$ cat config.mk
export PLATFORM = sky130hd
export DESIGN_NAME = clfsr_decrypt_flat
export DESIGN_NICKNAME = d
export VERILOG_FILES = /design/src/rtl/clfsr_decrypt_if.sv /design/src/rtl/clfsr_decrypt.sv /design/src/flat_wrapper.sv
export SDC_FILE = /design/constraint.sdc
export NUM_CORES = 1
export LEC_CHECK = 0
export CORE_ASPECT_RATIO = 0.75
export CORE_MARGIN = 5
export CORE_UTILIZATION = 48
export CTS_CLUSTER_SIZE = 40
export DETAILED_ROUTE_END_ITERATION = 16
export PLACE_DENSITY = 0.77
export SYNTH_ARGS = -nofsm -noshare
export SYNTH_HDL_FRONTEND = slang
export SYNTH_SLANG_ARGS = --single-unit
$ cat constraint.sdc
create_clock -name clk -period 2.9 [get_ports clk]
set_input_delay 0.58 -clock clk [delete_from_list [all_inputs] [get_ports clk]]
set_output_delay 0.58 -clock clk [all_outputs]
set_load 0.03 [all_outputs]
$ cat src/rtl/clfsr_decrypt_if.sv
// rtl/clfsr_decrypt_if.sv - Encrypted-in / decrypted-out pixel handshake bundle.
interface clfsr_decrypt_if;
  logic       in_valid;
  logic       in_ready;
  logic [7:0] in_r;
  logic [7:0] in_g;
  logic [7:0] in_b;
  logic       out_valid;
  logic       out_ready;
  logic [7:0] out_r;
  logic [7:0] out_g;
  logic [7:0] out_b;

  modport slave (
    input  in_valid, in_r, in_g, in_b, out_ready,
    output in_ready, out_valid, out_r, out_g, out_b
  );

  modport master (
    output in_valid, in_r, in_g, in_b, out_ready,
    input  in_ready, out_valid, out_r, out_g, out_b
  );
endinterface

$ cat src/rtl/clfsr_decrypt.sv
// rtl/clfsr_decrypt.sv - Chaotic-LFSR pixel decryptor: regenerates the keystream
// from the shared seed and XORs it off one accepted pixel at a time.
module clfsr_decrypt #(
  parameter int          NPIX     = 65536,
  parameter logic [31:0] SEED_RST = 32'hACE1_2024
) (
  input  logic           clk,
  input  logic           rst,
  input  logic [31:0]    seed_in,
  input  logic           seed_load,
  input  logic           start,
  clfsr_decrypt_if.slave px,
  output logic           busy,
  output logic           done,
  output logic [16:0]    pix_cnt
);
  typedef enum logic [1:0] {IDLE, RUN, FLUSH, DONE} state_e;

  localparam logic [16:0] NPIX_C = 17'(NPIX);

  state_e      state_q, state_d;
  logic [31:0] s_q, s_d;
  logic [31:0] seed_q, seed_d;
  logic [16:0] pix_cnt_q, pix_cnt_d;
  logic        out_valid_q, out_valid_d;
  logic [7:0]  out_r_q, out_r_d;
  logic [7:0]  out_g_q, out_g_d;
  logic [7:0]  out_b_q, out_b_d;
  logic        accept;
  logic [31:0] seed_new;
  logic [31:0] s_step;
  logic [31:0] s_pert;

  // The all-zero word is a lock-up state for the LFSR, so it is never stored.
  function automatic logic [31:0] nonzero(input logic [31:0] v);
    return (v == 32'd0) ? 32'd1 : v;
  endfunction

  assign px.in_ready = (state_q == RUN) && (!out_valid_q || px.out_ready);
  assign accept      = px.in_valid && px.in_ready;
  assign seed_new    = nonzero(seed_in);
  assign s_step      = {s_q[30:0], s_q[31] ^ s_q[21] ^ s_q[1] ^ s_q[0]};
  assign s_pert      = nonzero(s_step ^ {seed_q[15:0], seed_q[31:16]});

  always_comb begin
    state_d     = state_q;
    s_d         = s_q;
    seed_d      = seed_q;
    pix_cnt_d   = pix_cnt_q;
    out_valid_d = out_valid_q;
    out_r_d     = out_r_q;
    out_g_d     = out_g_q;
    out_b_d     = out_b_q;

    if (px.out_ready) begin
      out_valid_d = 1'b0;
    end

    // Key is taken from the state before the step; every 256th pixel is perturbed.
    if (accept) begin
      out_valid_d = 1'b1;
      out_r_d     = px.in_r ^ s_q[7:0];
      out_g_d     = px.in_g ^ s_q[15:8];
      out_b_d     = px.in_b ^ s_q[23:16];
      s_d         = (pix_cnt_q[7:0] == 8'hFF) ? s_pert : s_step;
      pix_cnt_d   = pix_cnt_q + 17'd1;
    end

    case (state_q)
      IDLE: begin
        if (seed_load) begin
          seed_d = seed_new;
        end
        if (start) begin
          s_d       = seed_load ? seed_new : seed_q;
          pix_cnt_d = 17'd0;
          state_d   = RUN;
        end
      end
      RUN: begin
        if (accept && (pix_cnt_d == NPIX_C)) begin
          state_d = FLUSH;
        end
      end
      FLUSH: begin
        if (!out_valid_q || px.out_ready) begin
          state_d = DONE;
        end
      end
      default: state_d = IDLE;
    endcase
  end

  always_ff @(posedge clk or negedge rst) begin
    if (!rst) begin
      state_q     <= IDLE;
      s_q         <= 32'd0;
      seed_q      <= SEED_RST;
      pix_cnt_q   <= 17'd0;
      out_valid_q <= 1'b0;
      out_r_q     <= 8'd0;
      out_g_q     <= 8'd0;
      out_b_q     <= 8'd0;
    end else begin
      state_q     <= state_d;
      s_q         <= s_d;
      seed_q      <= seed_d;
      pix_cnt_q   <= pix_cnt_d;
      out_valid_q <= out_valid_d;
      out_r_q     <= out_r_d;
      out_g_q     <= out_g_d;
      out_b_q     <= out_b_d;
    end
  end

  assign px.out_valid = out_valid_q;
  assign px.out_r     = out_r_q;
  assign px.out_g     = out_g_q;
  assign px.out_b     = out_b_q;
  assign busy         = (state_q == RUN) || (state_q == FLUSH);
  assign done         = (state_q == DONE);
  assign pix_cnt      = pix_cnt_q;
endmodule
$ cat src/flat_wrapper.sv
// flat-port wrapper written by rule: the top's interface ports become plain ports
module clfsr_decrypt_flat 
#(
  parameter int          NPIX     = 65536,
  parameter logic [31:0] SEED_RST = 32'hACE1_2024
)
  (clk, rst, seed_in, seed_load, start, busy, done, pix_cnt, px_in_valid, px_in_r, px_in_g, px_in_b, px_out_ready, px_in_ready, px_out_valid, px_out_r, px_out_g, px_out_b);
  clfsr_decrypt_if px_i ();
  input  logic clk;
  input  logic rst;
  input  logic [31:0] seed_in;
  input  logic seed_load;
  input  logic start;
  output logic busy;
  output logic done;
  output logic [16:0] pix_cnt;
  input wire logic [$bits(px_i.in_valid)-1:0] px_in_valid;
  input wire logic [$bits(px_i.in_r)-1:0] px_in_r;
  input wire logic [$bits(px_i.in_g)-1:0] px_in_g;
  input wire logic [$bits(px_i.in_b)-1:0] px_in_b;
  input wire logic [$bits(px_i.out_ready)-1:0] px_out_ready;
  output wire logic [$bits(px_i.in_ready)-1:0] px_in_ready;
  output wire logic [$bits(px_i.out_valid)-1:0] px_out_valid;
  output wire logic [$bits(px_i.out_r)-1:0] px_out_r;
  output wire logic [$bits(px_i.out_g)-1:0] px_out_g;
  output wire logic [$bits(px_i.out_b)-1:0] px_out_b;
  assign px_i.in_valid = px_in_valid;
  assign px_i.in_r = px_in_r;
  assign px_i.in_g = px_in_g;
  assign px_i.in_b = px_in_b;
  assign px_i.out_ready = px_out_ready;
  assign px_in_ready = px_i.in_ready;
  assign px_out_valid = px_i.out_valid;
  assign px_out_r = px_i.out_r;
  assign px_out_g = px_i.out_g;
  assign px_out_b = px_i.out_b;
  clfsr_decrypt #(.NPIX(NPIX), .SEED_RST(SEED_RST)) u_core (.clk(clk), .rst(rst), .seed_in(seed_in), .seed_load(seed_load), .start(start), .px(px_i), .busy(busy), .done(done), .pix_cnt(pix_cnt));
endmodule
==> results.py <==
metrics = {
    "run_status": {
        "status": "completed",
    },
    "clock_network": {
        "clkTransAtPathRegs_ns": 0.07,
        "cts_tree": "done",
        "clk_latency_ns": 0.35,
        "htreeDepth": 3,
        "hold_buffers": 0,
        "numCtsBuffers": 9,
        "clockBufferDepth": 2,
        "cts.sinks": 108,
        "root_buffer": "clkbuf_16",
    },
    "yosys": {
        "synth-main-ff-cell": "dfrtp_1",
        "synth_cell_type_count": 46,
        "avgSynthCellArea_sq_um": 9.90,
        "netlist_instances": 615,
        "synthTopCellsByCount": "dfrtp_1 (97), nand2_1 (75), xor2_1 (71)",
        "synthArstFlopShare_pct": 100,
        "yosysTopAreaCellShare_pct": 39.9,
        "synthesis.nets": 683,
        "yosysMostFrequentCell": "dfrtp_1",
        "yosys_warnings": 0,
        "ys_seq_elements": 108,
        "synth-edff-count": 0,
        "synth.top_cells.by_area": "dfrtp_1 (40%), xor2_1 (10%), mux2_2 (5.9%)",
        "synth_seq_area_share_pct": 44.6,
        "synth_area_leader_cell": "dfrtp_1",
        "syn_area_sq_mm": 0.00609,
    },
    "sta": {
        "worstMarginPinSlew_ns": 0.675,
        "fin_crit_ns": 2.82,
        "fmax_ghz": 0.355,
        "skew_ns": 0.00549,
        "setup_ws_ns": 0.0804,
        "tns_ns": 0,
        "slew_viol_final": 0,
        "fin_crit_sh_pct": 97.2,
        "setup_viol": 0,
        "slew_headroom_pct": 54.6,
        "hold_violations": 0,
        "timing.hold.ws_ns": 0.127,
        "rsz0062_at_grt": "false",
    },
    "floorplan": {
        "core_sq_mm": 0.0123,
        "core.rowCount": 35,
        "initial_core_util_pct": 49.3,
        "io_pins": 107,
        "die_h_um": 108,
        "die_x_um": 140,
        "fp.dieArea_sq_mm": 0.0151,
    },
    "critical_path": {
        "r2r_start": "u_core.state_q[1]",
        "crit_slowest_cell": "clkdlybuf4s50_1",
        "cpPeakStageDelay_ns": 0.51,
        "endpoint_kind": "register",
        "reg2regPathDepth": 10,
        "rrSetupSlack_ns": 0.11,
        "cp_max_fo": 6,
        "path_cells": "clkdlybuf4s50_1 > nor2b_4 > or3_4 > xnor2_1 > or4_1 > a211o_1 > o31ai_4 > mux2_1",
        "r2r_end": "u_core.state_q[1]",
        "cp-startpoint": "px_out_ready",
        "timing_worst_setup_path_type": "input port to register",
        "critPathLaunchType": "input port",
        "cp.arrival_ns": 3.05,
        "crit_required_ns": 3.13,
        "crit_path_end": "u_core.state_q[1]",
    },
    "layout": {
        "syn2layout_area_growth_pct": 27.3,
        "drive_above_1_share_pct": 13.1,
        "multiInputGateArea_sq_mm": 0.00324,
        "seq_area_sq_mm": 0.00272,
        "final_nets": 784,
        "fill_cells": 992,
        "n_antenna_cell": 0,
    },
    "power": {
        "p_per_area_mw_per_mm2": 626,
        "total_power_w": 0.00485,
        "leakage_nw": 3.12,
        "ir_drop_uv": 311,
    },
    "placed_design": {
        "dp_hpwl_um": 11600,
        "io_buffers": 106,
        "dp_slack_ns": -0.372,
        "gp_congestion": 0.956,
    },
    "global_route": {
        "grt_pass1_wl_um": 25700,
        "gr-total-overflow": 0,
        "grt_max_degree": 115,
        "antenna_found_initial": 0,
        "grt_use_total_pct": 21.4,
        "grt_pass1_vias": 4674,
    },
    "detailed_routing": {
        "drt_iter0_markers": 510,
        "drc": 0,
        "routedWlPerCell_um": 18.0,
        "antenna_left": 0,
        "drt_pass1_iterations": 5,
        "viasPerCell": 5.57,
        "wl_um": 16000,
        "num_vias": 4931,
    },
    "hold_path": {
        "hp-class": "input port to async pin",
    },
    "run": {
        "maxCapViolCount": 0,
    },
}
-- flip-flops by register name (all words and copies together), names as in the netlist --
register             flops
u_core.s_q              32
u_core.pix_cnt          17
u_core.state_q           2
u_core.px.out_valid      1
u_core.seed_q           32
u_core.px.out_g          8
u_core.px.out_r          8
u_core.px.out_b          8
-- report_power, final --
part	leakage, nW	switching (W)	internal, W
combinational	1.70	0.000777	0.000684
sequential	1.26	0.000319	0.00174
clock	0.158	0.000533	0.000798
-- cell usage in the layout (no fill, tap or decap), types with 3 or more instances in the layout --
cell / count
nor3_1: 5
inv_1: 6
nand2_1: 74
a21oi_1: 27
mux2i_1: 34
mux2_2: 32
o211ai_1: 32
clkbuf_16: 9
o21ai_0: 35
nand4_1: 6
dfstp_2: 11
ha_1: 5
xnor2_1: 36
dfrtp_1: 96
clkdlybuf4s50_1: 104
nor2_1: 50
xor2_1: 71
nand3_1: 8
buf_4: 17
a211oi_1: 3
nor4_1: 16
buf_12: 3
-- worst max-delay path, delay by kind of cell --
| family | cells | cell delay, ns |
|---|---|---|
| buf+inv | 1 | 0.51 |
| xor+xnor | 1 | 0.13 |
| simple gates | 3 | 0.89 |
| compound gates | 2 | 0.60 |
| mux | 1 | 0.34 |
-- per-layer routing --
layer	track usage (%)	routed length, um
met1	31.8	7440
met2	31.5	7210
met3	5.55	1220
met4	4.56	121
met5	0	0
-- metrics by stage --
stage	cell area (sq um)	utilization, %	cells
finish	7750	62.8	886
global route	7750	62.8	886
CTS	7720	62.5	884
detailed placement	7390	59.8	869
global placement	7390	59.8	869
floorplan	6090	-	615
-- layout make-up --
type	count	share of cell area, %
clock buffers	11	3.26
clock inverters	4	0.936
inverters	6	0.291
multi-input cells	466	41.8
flip-flops and latches	108	35.1
well taps	166	2.68
repair buffers	125	15.9
-- kinds of logic (layout without fill, tap and decap cells) --
kind of cell               count (synthesis)  count (layout)  share of synthesized area (%)
and+or+nand+nor                          180             180                           13.7
DFF                                      108             108                           44.6
xor gates and xnor gates                 107             107                           15.4
AOI/OAI and AO/OA                        106             106                           10.7
muxes                                     67              67                           11.7
buffers and inverters                     41             146                           2.67
adders and majority gates                  6               6                           1.23
-- timing repair --
action	CTS	global route
resized for setup	1	4
pin swaps	0	2
endpoints found under the setup margin	1	2
setup buffers	0	2
-- worst min-delay path by stage --
stage,start,to,slack [ns],depth (start not counted)
final,rst,u_core.pix_cnt[14],0.13,1
after detailed placement,rst,u_core.pix_cnt[12],0.51,1
after floorplan,rst,u_core.pix_cnt[0],0.28,0
after global routing,rst,u_core.pix_cnt[14],0.14,1
after global placement,rst,u_core.pix_cnt[12],0.51,1
after CTS,rst,u_core.pix_cnt[12],0.13,1
Power figures use the tool's default switching activity.
